## config.mk

```make
export PLATFORM = sky130hd
export DESIGN_NAME = seven_segment_decoder
export DESIGN_NICKNAME = d
export VERILOG_FILES = /design/src/rtl/seven_seg_pkg.sv /design/src/rtl/seven_segment_pattern_lookup.sv /design/src/rtl/seven_segment_decoder.sv
export SDC_FILE = /design/constraint.sdc
export NUM_CORES = 1
export LEC_CHECK = 0
export BUFFER_PORTS_ARGS = -buffer_cell sky130_fd_sc_hd__buf_4
export CAP_MARGIN = 20
export CELL_PAD_IN_SITES_DETAIL_PLACEMENT = 1
export CELL_PAD_IN_SITES_GLOBAL_PLACEMENT = 1
export CORE_MARGIN = 2
export CORE_UTILIZATION = 30
export CTS_BUF_LIST = sky130_fd_sc_hd__clkbuf_8
export CTS_CLUSTER_SIZE = 25
export DETAILED_ROUTE_END_ITERATION = 6
export PLACE_DENSITY = 0.59
export REMOVE_ABC_BUFFERS = 1
export SLEW_MARGIN = 20
export SYNTH_ARGS = -nofsm -noshare
export SYNTH_HDL_FRONTEND = slang
export SYNTH_SLANG_ARGS = --single-unit
```

## constraint.sdc

```tcl
create_clock -name i_Clk -period 3.9 [get_ports i_Clk]
set_input_delay 0.975 -clock i_Clk [delete_from_list [all_inputs] [get_ports i_Clk]]
set_output_delay 0.975 -clock i_Clk [all_outputs]
set_load 0.01 [all_outputs]
```

## src/rtl/seven_seg_pkg.sv

```systemverilog
// Shared seven-segment definitions: active-low glyph table, blank pattern and segment bit indices.
// Used by both the encoder and the decoder so the two ends agree on one table.
package seven_seg_pkg;

  localparam int SEG_W = 7;

  // Bit positions within a pattern p[6:0] = {A,B,C,D,E,F,G}
  localparam int SEG_A = 6;
  localparam int SEG_B = 5;
  localparam int SEG_C = 4;
  localparam int SEG_D = 3;
  localparam int SEG_E = 2;
  localparam int SEG_F = 1;
  localparam int SEG_G = 0;

  localparam logic [SEG_W-1:0] GLYPH_0 = 7'h01;
  localparam logic [SEG_W-1:0] GLYPH_1 = 7'h4F;
  localparam logic [SEG_W-1:0] GLYPH_2 = 7'h12;
  localparam logic [SEG_W-1:0] GLYPH_3 = 7'h06;
  localparam logic [SEG_W-1:0] GLYPH_4 = 7'h4C;
  localparam logic [SEG_W-1:0] GLYPH_5 = 7'h24;
  localparam logic [SEG_W-1:0] GLYPH_6 = 7'h20;
  localparam logic [SEG_W-1:0] GLYPH_7 = 7'h0F;
  localparam logic [SEG_W-1:0] GLYPH_8 = 7'h00;
  localparam logic [SEG_W-1:0] GLYPH_9 = 7'h04;
  localparam logic [SEG_W-1:0] GLYPH_A = 7'h08;
  localparam logic [SEG_W-1:0] GLYPH_B = 7'h60;
  localparam logic [SEG_W-1:0] GLYPH_C = 7'h31;
  localparam logic [SEG_W-1:0] GLYPH_D = 7'h42;
  localparam logic [SEG_W-1:0] GLYPH_E = 7'h30;
  localparam logic [SEG_W-1:0] GLYPH_F = 7'h38;

  localparam logic [SEG_W-1:0] SEG_BLANK = 7'h7F;

  // Outcome of one accept event
  typedef enum logic [1:0] {
    ACC_NONE,
    ACC_GLYPH,
    ACC_BLANK,
    ACC_ERROR
  } accept_e;

endpackage

```

## src/rtl/seven_segment_pattern_lookup.sv

```systemverilog
// Combinational reverse lookup: active-low segment pattern to hex nibble.
// hit is low when the pattern is not one of the 16 glyphs.
module seven_segment_pattern_lookup
  import seven_seg_pkg::*;
(
  input  logic [SEG_W-1:0] pattern,
  output logic             hit,
  output logic [3:0]       nibble
);

  always_comb begin
    // NOTE: every output gets a default before the case so no latch is inferred.
    hit    = 1'b1;
    nibble = 4'h0;
    case (pattern)
      GLYPH_0: nibble = 4'h0;
      GLYPH_1: nibble = 4'h1;
      GLYPH_2: nibble = 4'h2;
      GLYPH_3: nibble = 4'h3;
      GLYPH_4: nibble = 4'h4;
      GLYPH_5: nibble = 4'h5;
      GLYPH_6: nibble = 4'h6;
      GLYPH_7: nibble = 4'h7;
      GLYPH_8: nibble = 4'h8;
      GLYPH_9: nibble = 4'h9;
      GLYPH_A: nibble = 4'hA;
      GLYPH_B: nibble = 4'hB;
      GLYPH_C: nibble = 4'hC;
      GLYPH_D: nibble = 4'hD;
      GLYPH_E: nibble = 4'hE;
      GLYPH_F: nibble = 4'hF;
      default: hit = 1'b0;
    endcase
  end

endmodule

```

## src/rtl/seven_segment_decoder.sv

```systemverilog
// Seven-segment receive side: synchronise, debounce, decode each new stable pattern.
// Optional saturating error counter on o_Err_Count when SEG_DEC_ERR_CNT_EN is defined.
module seven_segment_decoder
  import seven_seg_pkg::*;
#(
  parameter int STABLE_CYCLES = 4
) (
  input  logic       i_Clk,
  input  logic       i_Rst,
  input  logic       i_Segment_A,
  input  logic       i_Segment_B,
  input  logic       i_Segment_C,
  input  logic       i_Segment_D,
  input  logic       i_Segment_E,
  input  logic       i_Segment_F,
  input  logic       i_Segment_G,
  output logic [3:0] o_Nibble,
  output logic       o_Valid,
  output logic       o_Error,
  output logic       o_Blank
`ifdef SEG_DEC_ERR_CNT_EN
  ,
  output logic [7:0] o_Err_Count
`endif
);

  localparam logic [7:0] STABLE_MAX = 8'(STABLE_CYCLES);

  logic [SEG_W-1:0] seg_raw;
  logic [SEG_W-1:0] sync_meta;
  logic [SEG_W-1:0] seg_sync;
  logic [SEG_W-1:0] prev_pat;
  logic [SEG_W-1:0] last_pat;
  logic [7:0]       stable_count;
  logic             same;
  logic             becomes_stable;
  logic             lut_hit;
  logic [3:0]       lut_nibble;
  accept_e          accept;

  assign seg_raw = {i_Segment_A, i_Segment_B, i_Segment_C, i_Segment_D,
                    i_Segment_E, i_Segment_F, i_Segment_G};

  // Synchroniser and stability counter; resetting to blank means an idle bus never reports.
  always_ff @(posedge i_Clk or posedge i_Rst) begin
    if (i_Rst) begin
      sync_meta    <= SEG_BLANK;
      seg_sync     <= SEG_BLANK;
      prev_pat     <= SEG_BLANK;
      stable_count <= 8'd0;
    end else begin
      // NOTE: non-blocking assignments so every flop samples the pre-edge value of its source.
      sync_meta <= seg_raw;
      seg_sync  <= sync_meta;
      prev_pat  <= seg_sync;
      if (!same)
        stable_count <= 8'd0;
      else if (stable_count != STABLE_MAX)
        stable_count <= stable_count + 8'd1;
    end
  end

  assign same           = (seg_sync == prev_pat);
  assign becomes_stable = same && (stable_count == STABLE_MAX - 8'd1);

  seven_segment_pattern_lookup u_lookup (
    .pattern (seg_sync),
    .hit     (lut_hit),
    .nibble  (lut_nibble)
  );

  always_comb begin
    accept = ACC_NONE;
    if (becomes_stable && (seg_sync != last_pat)) begin
      if (lut_hit)
        accept = ACC_GLYPH;
      else if (seg_sync == SEG_BLANK)
        accept = ACC_BLANK;
      else
        accept = ACC_ERROR;
    end
  end

  always_ff @(posedge i_Clk or posedge i_Rst) begin
    if (i_Rst) begin
      last_pat <= SEG_BLANK;
      o_Nibble <= 4'h0;
      o_Valid  <= 1'b0;
      o_Error  <= 1'b0;
      o_Blank  <= 1'b1;
    end else begin
      o_Valid <= (accept == ACC_GLYPH);
      o_Error <= (accept == ACC_ERROR);
      if (accept != ACC_NONE) begin
        last_pat <= seg_sync;
        o_Blank  <= (accept == ACC_BLANK);
      end
      if (accept == ACC_GLYPH)
        o_Nibble <= lut_nibble;
    end
  end

`ifdef SEG_DEC_ERR_CNT_EN
  always_ff @(posedge i_Clk or posedge i_Rst) begin
    if (i_Rst)
      o_Err_Count <= 8'd0;
    else if ((accept == ACC_ERROR) && (o_Err_Count != 8'hFF))
      o_Err_Count <= o_Err_Count + 8'd1;
  end
`else
  // Error counter not built in this configuration.
`endif

endmodule

```

-- Yosys cells after proc, flatten, opt, wreduce, memory -nomap -nowiden
Cells that the tools add are included.
W data, S select, Z words.
- add/sub/neg operators: 1
- eq/ne operators: 24
- multiplexer cells: 7
- reduce and logical (&&, ||, !) cells: 5
- operator list (operator ; count):
    $pmux W4 S15 ; 1
    $eq A7 B6 Y1 const B ; 5
    $eq A7 B7 Y1 const B ; 5
    $mux W8 ; 2
    $reduce_or A16 Y1 ; 1
    $eq A7 B3 Y1 const B ; 2
    $eq A7 B4 Y1 const B ; 2
    $add A8 B1 Y8 const B ; 1
    $eq A8 B2 Y1 const B ; 1
    $ne A8 B3 Y1 const B ; 1
    $eq A7 B1 Y1 const B ; 1
    $eq A7 B5 Y1 const B ; 1
    $eq A7 B7 Y1 ; 1
    $logic_not A7 Y1 ; 1
    $ne A7 B7 Y1 ; 1
    $eq A2 B2 Y1 const B ; 2
    $mux W2 ; 2
    $eq A2 B1 Y1 const B ; 1
    $logic_and A1 B1 Y1 ; 2
    $mux W1 ; 2
    $ne A2 B1 Y1 const B ; 1
    $reduce_bool A2 Y1 ; 1
- bits in registers: 43
- input bits: 9
- output and inout port bits: 7
- logic and storage cells: 46

-- Logic depth before layout (Yosys ltp)
Gate-level depths: netlist of the first run.
- word-level depth: 6
- depth in mapped cells: 9
- mapped depth without buffers: 6

-- Cells and area by module
Synthesis of the first run repeated with hierarchy kept, for this count alone.
- cell total of the unflattened synthesis: 174
- area, all modules: 2093.3 sq um
- modules (own cells, without submodules) (module ; times used ; cells each ; area an instance (sq um) ; sequential area each (sq um)):
    seven_segment_decoder ; 1 ; 121 ; 1735.4 ; 1112.3
    seven_segment_pattern_lookup ; 1 ; 53 ; 357.8 ; 0.0

-- Worst setup path after synthesis of the first run
No wires, ideal clock.
- kind: flip-flop to flip-flop
- from: register seg_sync[3]
- to: register o_Nibble[0]
- setup time: 0.125 ns
- arrival: 2.149 ns
- required time: 3.775 ns
- setup slack: 1.626 ns
- cell stages (with the launch flop): 9
- buffers on the path: 2
- period minus slack after synthesis: 2.274 ns
- path through: dfstp_2 buf_6 xor2_1 nor4_4 nand4_4 or3_4 nor2b_4 buf_6 mux2_4
- longest elaborated chain between the ends: 6
- elaborated cells between the ends (all ways): 28
- those cells by class: eq/ne: 19; mux: 5; reduce/logical: 4
- ends and longest elaborated chain (element ; RTL line ; source):
    start: declaration ; seven_segment_decoder.sv:31 ; logic [SEG_W-1:0] seg_sync;
    start signal: assignment ; seven_segment_decoder.sv:54 ; seg_sync <= sync_meta;
    $eq A7 B1 Y1 (tied with other cells) ; seven_segment_pattern_lookup.sv:15 ; case (pattern)
    $reduce_or A16 Y1 (no source line) ; n/a ;
    $mux W1 ; seven_segment_pattern_lookup.sv:15 ;
    $mux W2 ; seven_segment_decoder.sv:75 ; if (lut_hit)
    $mux W2 ; seven_segment_decoder.sv:74 ; if (becomes_stable && (seg_sync != last_pat)) begin
    $eq A2 B1 Y1 ; seven_segment_decoder.sv:98 ; if (accept == ACC_GLYPH)
    end signal: assignment ; seven_segment_decoder.sv:99 ; o_Nibble <= lut_nibble;
    end: declaration ; seven_segment_decoder.sv:17 ; output logic [3:0] o_Nibble,
Several ways; a longest one is shown, not always the timed one.
A chain may end at the register's enable or synchronous reset.

-- Worst setup path after layout of the first run
- from: register seg_sync[3]
- to: register o_Nibble[2]
The elaborated chain is that of the path after synthesis.

==> results of run 1 <==
==> cell families (layout without fill, tap and decap cells) <==
family	Yosys count	count (layout)	share of synthesized area, %
AND/OR/NAND/NOR	64	64	18.97
flip-flops	43	43	53.52
AO/OA/AOI/OAI	20	20	6.442
XOR/XNOR	20	20	8.429
buffers and inverters	15	28	4.454
multiplexers	12	12	6.984
adder cells (fa/ha/maj)	2	2	1.204
==> synth_stat cells (4+ instances only) <==
cell	count
buf_2	5
nand3b_1	4
nor3_1	4
mux2_2	8
inv_1	4
and3_1	4
nand2_1	8
dfrtp_1	14
nand3_1	5
dfstp_2	29
xnor2_1	8
a21oi_1	4
nor2_1	19
xor2_1	12
==> report_power, final <==
group	internal, mW	total (mW)	switching (mW)
clock	0.120	0.260	0.139
sequential	0.467	0.488	0.0211
combinational	0.0219	0.0482	0.0262
==> cell type report <==
| type | count | area [µm²] | share of cell area, % |
|---|---|---|---|
| Timing Repair Buffer | 16 | 120.1 | 5.217 |
| Inverter | 4 | 15.01 | 0.6522 |
| Clock inverter | 3 | 12.51 | 0.5435 |
| Multi-Input combinational cell | 118 | 873.3 | 37.93 |
| Tap cell | 80 | 100.1 | 4.348 |
| Clock buffer | 5 | 68.82 | 2.989 |
| Sequential cell | 43 | 1112 | 48.32 |
==> worst register-to-register path, delay by kind of cell, from the launching register on <==
kind / cells / cell delay [ns]
xor gates and xnor gates: 1 / 0.16
DFF: 1 / 0.73
and+or+nand+nor: 4 / 1.24
muxes: 1 / 0.32
==> worst paths after layout <==
check,startpoint,to,slack (ns),depth (start not counted)
max,seg_sync[3],o_Nibble[2],1.35,6
min,sync_meta[3],seg_sync[3],0.36,0
max reg2reg,seg_sync[3],o_Nibble[2],1.35,6
min reg2reg,sync_meta[3],seg_sync[3],0.36,0
max in group asynchronous,i_Rst,o_Blank,2.28,3
min in group asynchronous,i_Rst,sync_meta[5],1.16,2
==> registers in the layout (all words and copies together), names as in the netlist <==
name          count
o_Nibble          4
o_Valid           1
stable_count      8
prev_pat          7
sync_meta         7
last_pat          7
o_Error           1
seg_sync          7
o_Blank           1
==> layout by cell type (no fill, tap or decap), types with 3 or more instances in the layout <==
cell	Yosys	routed
xor2_1	12	12
dfrtp_1	14	14
a21oi_1	4	4
mux2_4	3	3
buf_4	2	16
o21ai_0	3	3
xnor2_1	8	8
inv_1	4	6
nand3_1	5	5
nor3_1	4	4
clkbuf_8	0	5
dfstp_2	29	29
and3_1	4	4
nand2_1	8	8
o22ai_1	3	3
nor4_1	3	3
nand3b_1	4	4
mux2_2	8	8
nor2_1	19	19
==> routing by layer <==
layer  wire length (µm)  global-route usage [%]  up-vias
met3                 90                   2.559        5
met1               1856                   15.78      642
met5                  0                       0        -
met4                 56                   3.776        0
li1                   -                       -      633
met2               1779                   17.77       14
==> impl_results.md, run 1 <==
* Antenna cell count at 0
* Total Neg Setup Slack at 0 ns
* Top-Level Pins at 16
* Synth area leader: dfstp_2
* Horiz. Die Dim at slightly below 90 µm
* 1st-iter DRT viols at 40
* Fin Hold WS at 0.3577 ns
* Fin util at 34.07%
* Remaining DRCs at 0
* Final instance area at 0.002302 mm²
* Unrepaired setup endpoints after global routing: false
* Critical path type: reg -> reg
* Worst-margin pin slew at a little under 0.7 ns
* Synthesized instance count at roughly 180
* Inst Count DP at around 260
* Die area at between 0.007 and 0.008 mm²
* Most common flop cell mapped by yosys: dfstp_2
* RD Place Congestion at roughly 0.73
* Post-Syn Area at 0.002078 mm²
* Starting density of the core at 30.76%
* Final nets at around 200
* Overall power at 795.7 µW
* Largest net degree at the start of global routing at 26
* FFs w/ async S/R, synth at 100.0%
* Worst-Skew Late Latency at roughly 0.29 ns
* Drt wl/cell at about 14 µm
* GRT Util Overall at a little under an eighth
* Hold_buf cts at 0
* H-tree level count at 2
* Area Overhead vs Synth at 10.78%
* First-pass GRT wire length at 6.727 mm
* Core area at 0.006756 mm²
* Post-synthesis sequential area ratio at between 50% and 60%
* Run status: completed
* Fillers at about 760
* Routed WL at roughly 3.8 mm
* Synth Area per Inst at roughly 12 µm²
* Worst relative slew slack at 54.35%
* CTS tree: built
* Slowest-stage cell, CP: dfstp_2
* Share of cells above drive strength 1 at between 30 and 40%
* Clk sinks at 43
* Required @ worst endpoint at a little over 4 ns
* Critical path buffer and inverter count at 0
* # Post-CTS Setup Buffers at 0
* Row Count at 30
* CTS clock-pin slew for the worst setup and hold paths at roughly 0.08 ns
* Total CTS buffers at 5
* Synth cell types at 44
* Root buffer cell: clkbuf_8
* Initial antenna violation count at 0
* Leakage at about 0.94 nW
* Max_cap viols at 0
* Total grt overflow at 0
* Arrival @ worst endpoint at roughly 2.7 ns
* Dpl ws at 1.339 ns
* Vias in the first global route at approximately 1300
* Period minus WS final at approximately 2.5 ns
* Synth top area share at between 30 and 40%
* Drt pass-1 iters at 3
* Yosys reg bits at 43
* IO Port Bufs at 15
* F_max at 0.3924 GHz
* Worst VDD drop at 0.1622 mV
* CP max FO at 18
* DRT antenna net count at 0
* Top Family by Delay on Critical Path: simple AND/OR/NAND/NOR gates
* Via count at about 1300
* PD cells at between 300 and 400 mW/mm²
* Crit-path cells: xor2_1 > nor4_4 > nand4_4 > or3_4 > nor2b_4 > mux2_4
* Fin. max-slew vios at 0
* Number of flops mapped to enable cells by yosys at 0
* CP Launch Type: register
* Syn. warnings at 0
* DIE HEIGHT at 87.23 µm
* Cell Count, Final, Fillers Out at around 270
* Worst Hold Class: reg -> reg
* Final Worst Setup Slack at 1.351 ns
* Final period util at between 60 and 70%
* Final setup viols at 0
* Final setup skew at 0.004035 ns
* Max Root-Sink Buffers at 2
* Synth area leaders: dfstp_2 37%, dfrtp_1 17%, xor2_1 5.1%
* CP max stage delay at 0.73 ns
* CP endpoint kind: register
* Via density per instance at 4.810
* Area post-placement at 0.002221 mm²
* Hold Vio Cnt, Final at 0
* Post-CTS sizing at 0
* Post-detail-place hpwl at about 2.6 mm
Power figures use the tool's default switching activity.
==> run 2, diff against run 1 <==
- clock period: 3.9 -> 2.36 ns (I/O delays scaled with it)
==> run 2 against run 1 <==
  * Worst hold slack lost 0.00076 ns
  * Clock skew grew 0.0018 ns
  * Core utilization grew 3.2 points
  * Setup slack lost 1.2 ns
  * Non-clock buffer count grew 23
  * Global-route usage grew 0.50 points
  * Register-to-register slack lost 1.2 ns
  * Clock power grew 120%
  * Combinational power grew 140%
  * Power grew 88%
  * Critical path depth is the same
  * Critical path type unchanged
  * Critical endpoint is now o_Nibble[3]
  * Largest cell class unchanged
==> impl_results.md, run 2 (same netlist as run 1, synthesis figures left out) <==
* Run status: completed
* Hold path cells at 0
* Via count at about 1400
* Vias in the first global route at about 1500
* Top-Level Pins at 16
* 1st-iter DRT viols at 26
* Fin. max-slew vios at 0
* H-tree level count at 2
* Gate power share at 7.8%
* Row Count at 30
* CP Launch Type: register
* Commonest non-fill, non-tap cells in the layout: 37 x buf_4, 29 x dfstp_2, 19 x nor2_1
* Arrival @ worst endpoint at between 2 and 2.5 ns
* Antenna cell count at 0
* Fillers at approximately 760
* Die area at 0.007609 mm²
* Sw Pwr at ~320 µW
* Required @ worst endpoint at roughly 2.5 ns
* R2R depth at 6
* Worst relative slew slack at about 64%
* Post-CTS sizing at 0
* Final nets at about 220
* Largest net degree at the start of global routing at between 40 and 50
* PD cells at 592.4 mW/mm²
* Switching portion of total power at roughly 22%
* Hold_buf cts at 0
* Unrepaired setup endpoints after global routing: false
* Flop-to-flop setup slack at between 0.1 and 0.15 ns
* Total Neg Setup Slack at 0 ns
* Post-detail-place hpwl at approximately 2.9 mm
* Horiz. Die Dim at roughly 87 µm
* DRT antenna net count at 0
* CTS clock-pin slew for the worst setup and hold paths at approximately 0.080 ns
* Hold Vio Cnt, Final at 0
* Drt pass-1 iters at 4
* Core area at roughly 0.0068 mm²
* Root buffer cell: clkbuf_8
* Worst-Skew Late Latency at roughly 0.29 ns
* DIE HEIGHT at between 80 and 90 µm
* Commonest non-fill, non-tap cell in the layout: buf_4
* Drt wl/cell at between 10 and 15 µm
* Worst-margin pin slew at approximately 0.54 ns
* Initial antenna violation count at 0
* Final setup skew at roughly 0.0058 ns
* CP endpoint kind: register
* Sequential power share at between 50% and 60%
* Max Root-Sink Buffers at 2
* Max_cap viols at 0
* Min-delay src: sync_meta[0]
* CP max FO at 5
* Routed WL at 4.166 mm
* Remaining DRCs at 0
* Reg-to-Reg End: o_Nibble[3]
* RD Place Congestion at 0.7806
* Total CTS buffers at 5
* CTS tree: built
* Share of cells above drive strength 1 at a little over two fifths
* Leakage at about 1.1 nW
* Via density per instance at slightly below 5
* Top reg by flops: stable_count
* Int Power at roughly 1.2 mW
* R2r startpoint: seg_sync[0]
* First-pass GRT wire length at between 7 and 8 mm
* Max reg flops at 8
* Critical path type: reg -> reg
* Worst VDD drop at ~0.35 mV
* Dpl ws at roughly 0.067 ns
* # Post-CTS Setup Buffers at 0
* Final Worst Setup Slack at between 0.1 and 0.15 ns
* Period minus WS final at between 2 and 2.5 ns
* IO Port Bufs at 15
* Total grt overflow at 0
* Starting density of the core at roughly 30%
* Area Overhead vs Synth at 21.31%
* Clk sinks at 43
* Clock network power share at approximately two fifths
* GRT Util Overall at a little under an eighth
* F_max at about 0.45 GHz
* Final period util at about 94%
* Final setup viols at 0
* Hold Path End: seg_sync[0]
* Worst Hold Class: reg -> reg
-- run 2: cell count changes in the layout (fill, tap and decap cells not counted) --
cell,before,now
bufinv_16,0,1
clkbuf_8,5,6
inv_1,6,4
buf_12,0,1
buf_4,16,37
buf_2,0,1
-- run 2: how the worst max path moves through the flow --
stage	cells past startpoint	to	slack (ns)	startpoint
6_report	6	o_Nibble[3]	0.13	seg_sync[0]
5_1_grt	6	o_Nibble[3]	0.01	seg_sync[0]
4_1_cts	6	o_Nibble[3]	0.05	seg_sync[3]
3_5_place_dp	6	o_Nibble[3]	0.07	stable_count[6]
3_3_place_gp	6	o_Nibble[2]	0.07	seg_sync[3]
2_1_floorplan	6	o_Nibble[0]	0.04	seg_sync[2]
-- run 2: power groups by stage --
stage                     registers (mW)  logic, mW  clock network [mW]
after floorplan                    0.807     0.0584                   0
after global placement             0.810      0.104                   0
after detailed placement           0.810      0.106                   0
after CTS                          0.798      0.107               0.611
after global routing               0.798      0.130               0.644
final                              0.793      0.117               0.583
-- run 2: area by class of cell --
class,count,area (µm²),area share (%)
Clock buffer,6,82.58,3.275
Clock inverter,2,35.03,1.390
Inverter,4,15.01,0.5955
Multi-Input combinational cell,118,873.3,34.64
Sequential cell,43,1112,44.12
Tap cell,80,100.1,3.970
Timing Repair Buffer,39,302.8,12.01
-- run 2: metrics by stage --
step | area, µm² | hold slack [ns] | total power, mW | utilization [%] | cells
5_1_grt | 2521 | 0.3638 | 1.571 | 37.31 | 292
6_report | 2521 | 0.3570 | 1.493 | 37.31 | 292
4_1_cts | 2459 | 0.3589 | 1.516 | 36.39 | 285
2_1_floorplan | 2001 | 0.3452 | 0.8654 | - | 165
3_5_place_dp | 2341 | 0.3469 | 0.9162 | 34.65 | 277
3_3_place_gp | 2341 | 0.3454 | 0.9147 | 34.65 | 277
-- run 2: per-layer routing --
layer	routed length [µm]	share of wire [%]	global-route usage, %	vias to the layer above
met4	46	1.1	3.357	0
met5	0	0	0	-
met1	1897	46	16.17	724
li1	-	-	-	677
met3	108	2.6	2.559	5
met2	2113	51	19.29	16
-- run 2: critical path, stage by stage (launching register included) --
cell and delay, ns:
dfstp_2 0.59, xor2_1 0.12, nor4_4 0.33, nand4_4 0.14, or3_4 0.43, nor2b_4 0.20, mux2_4 0.32
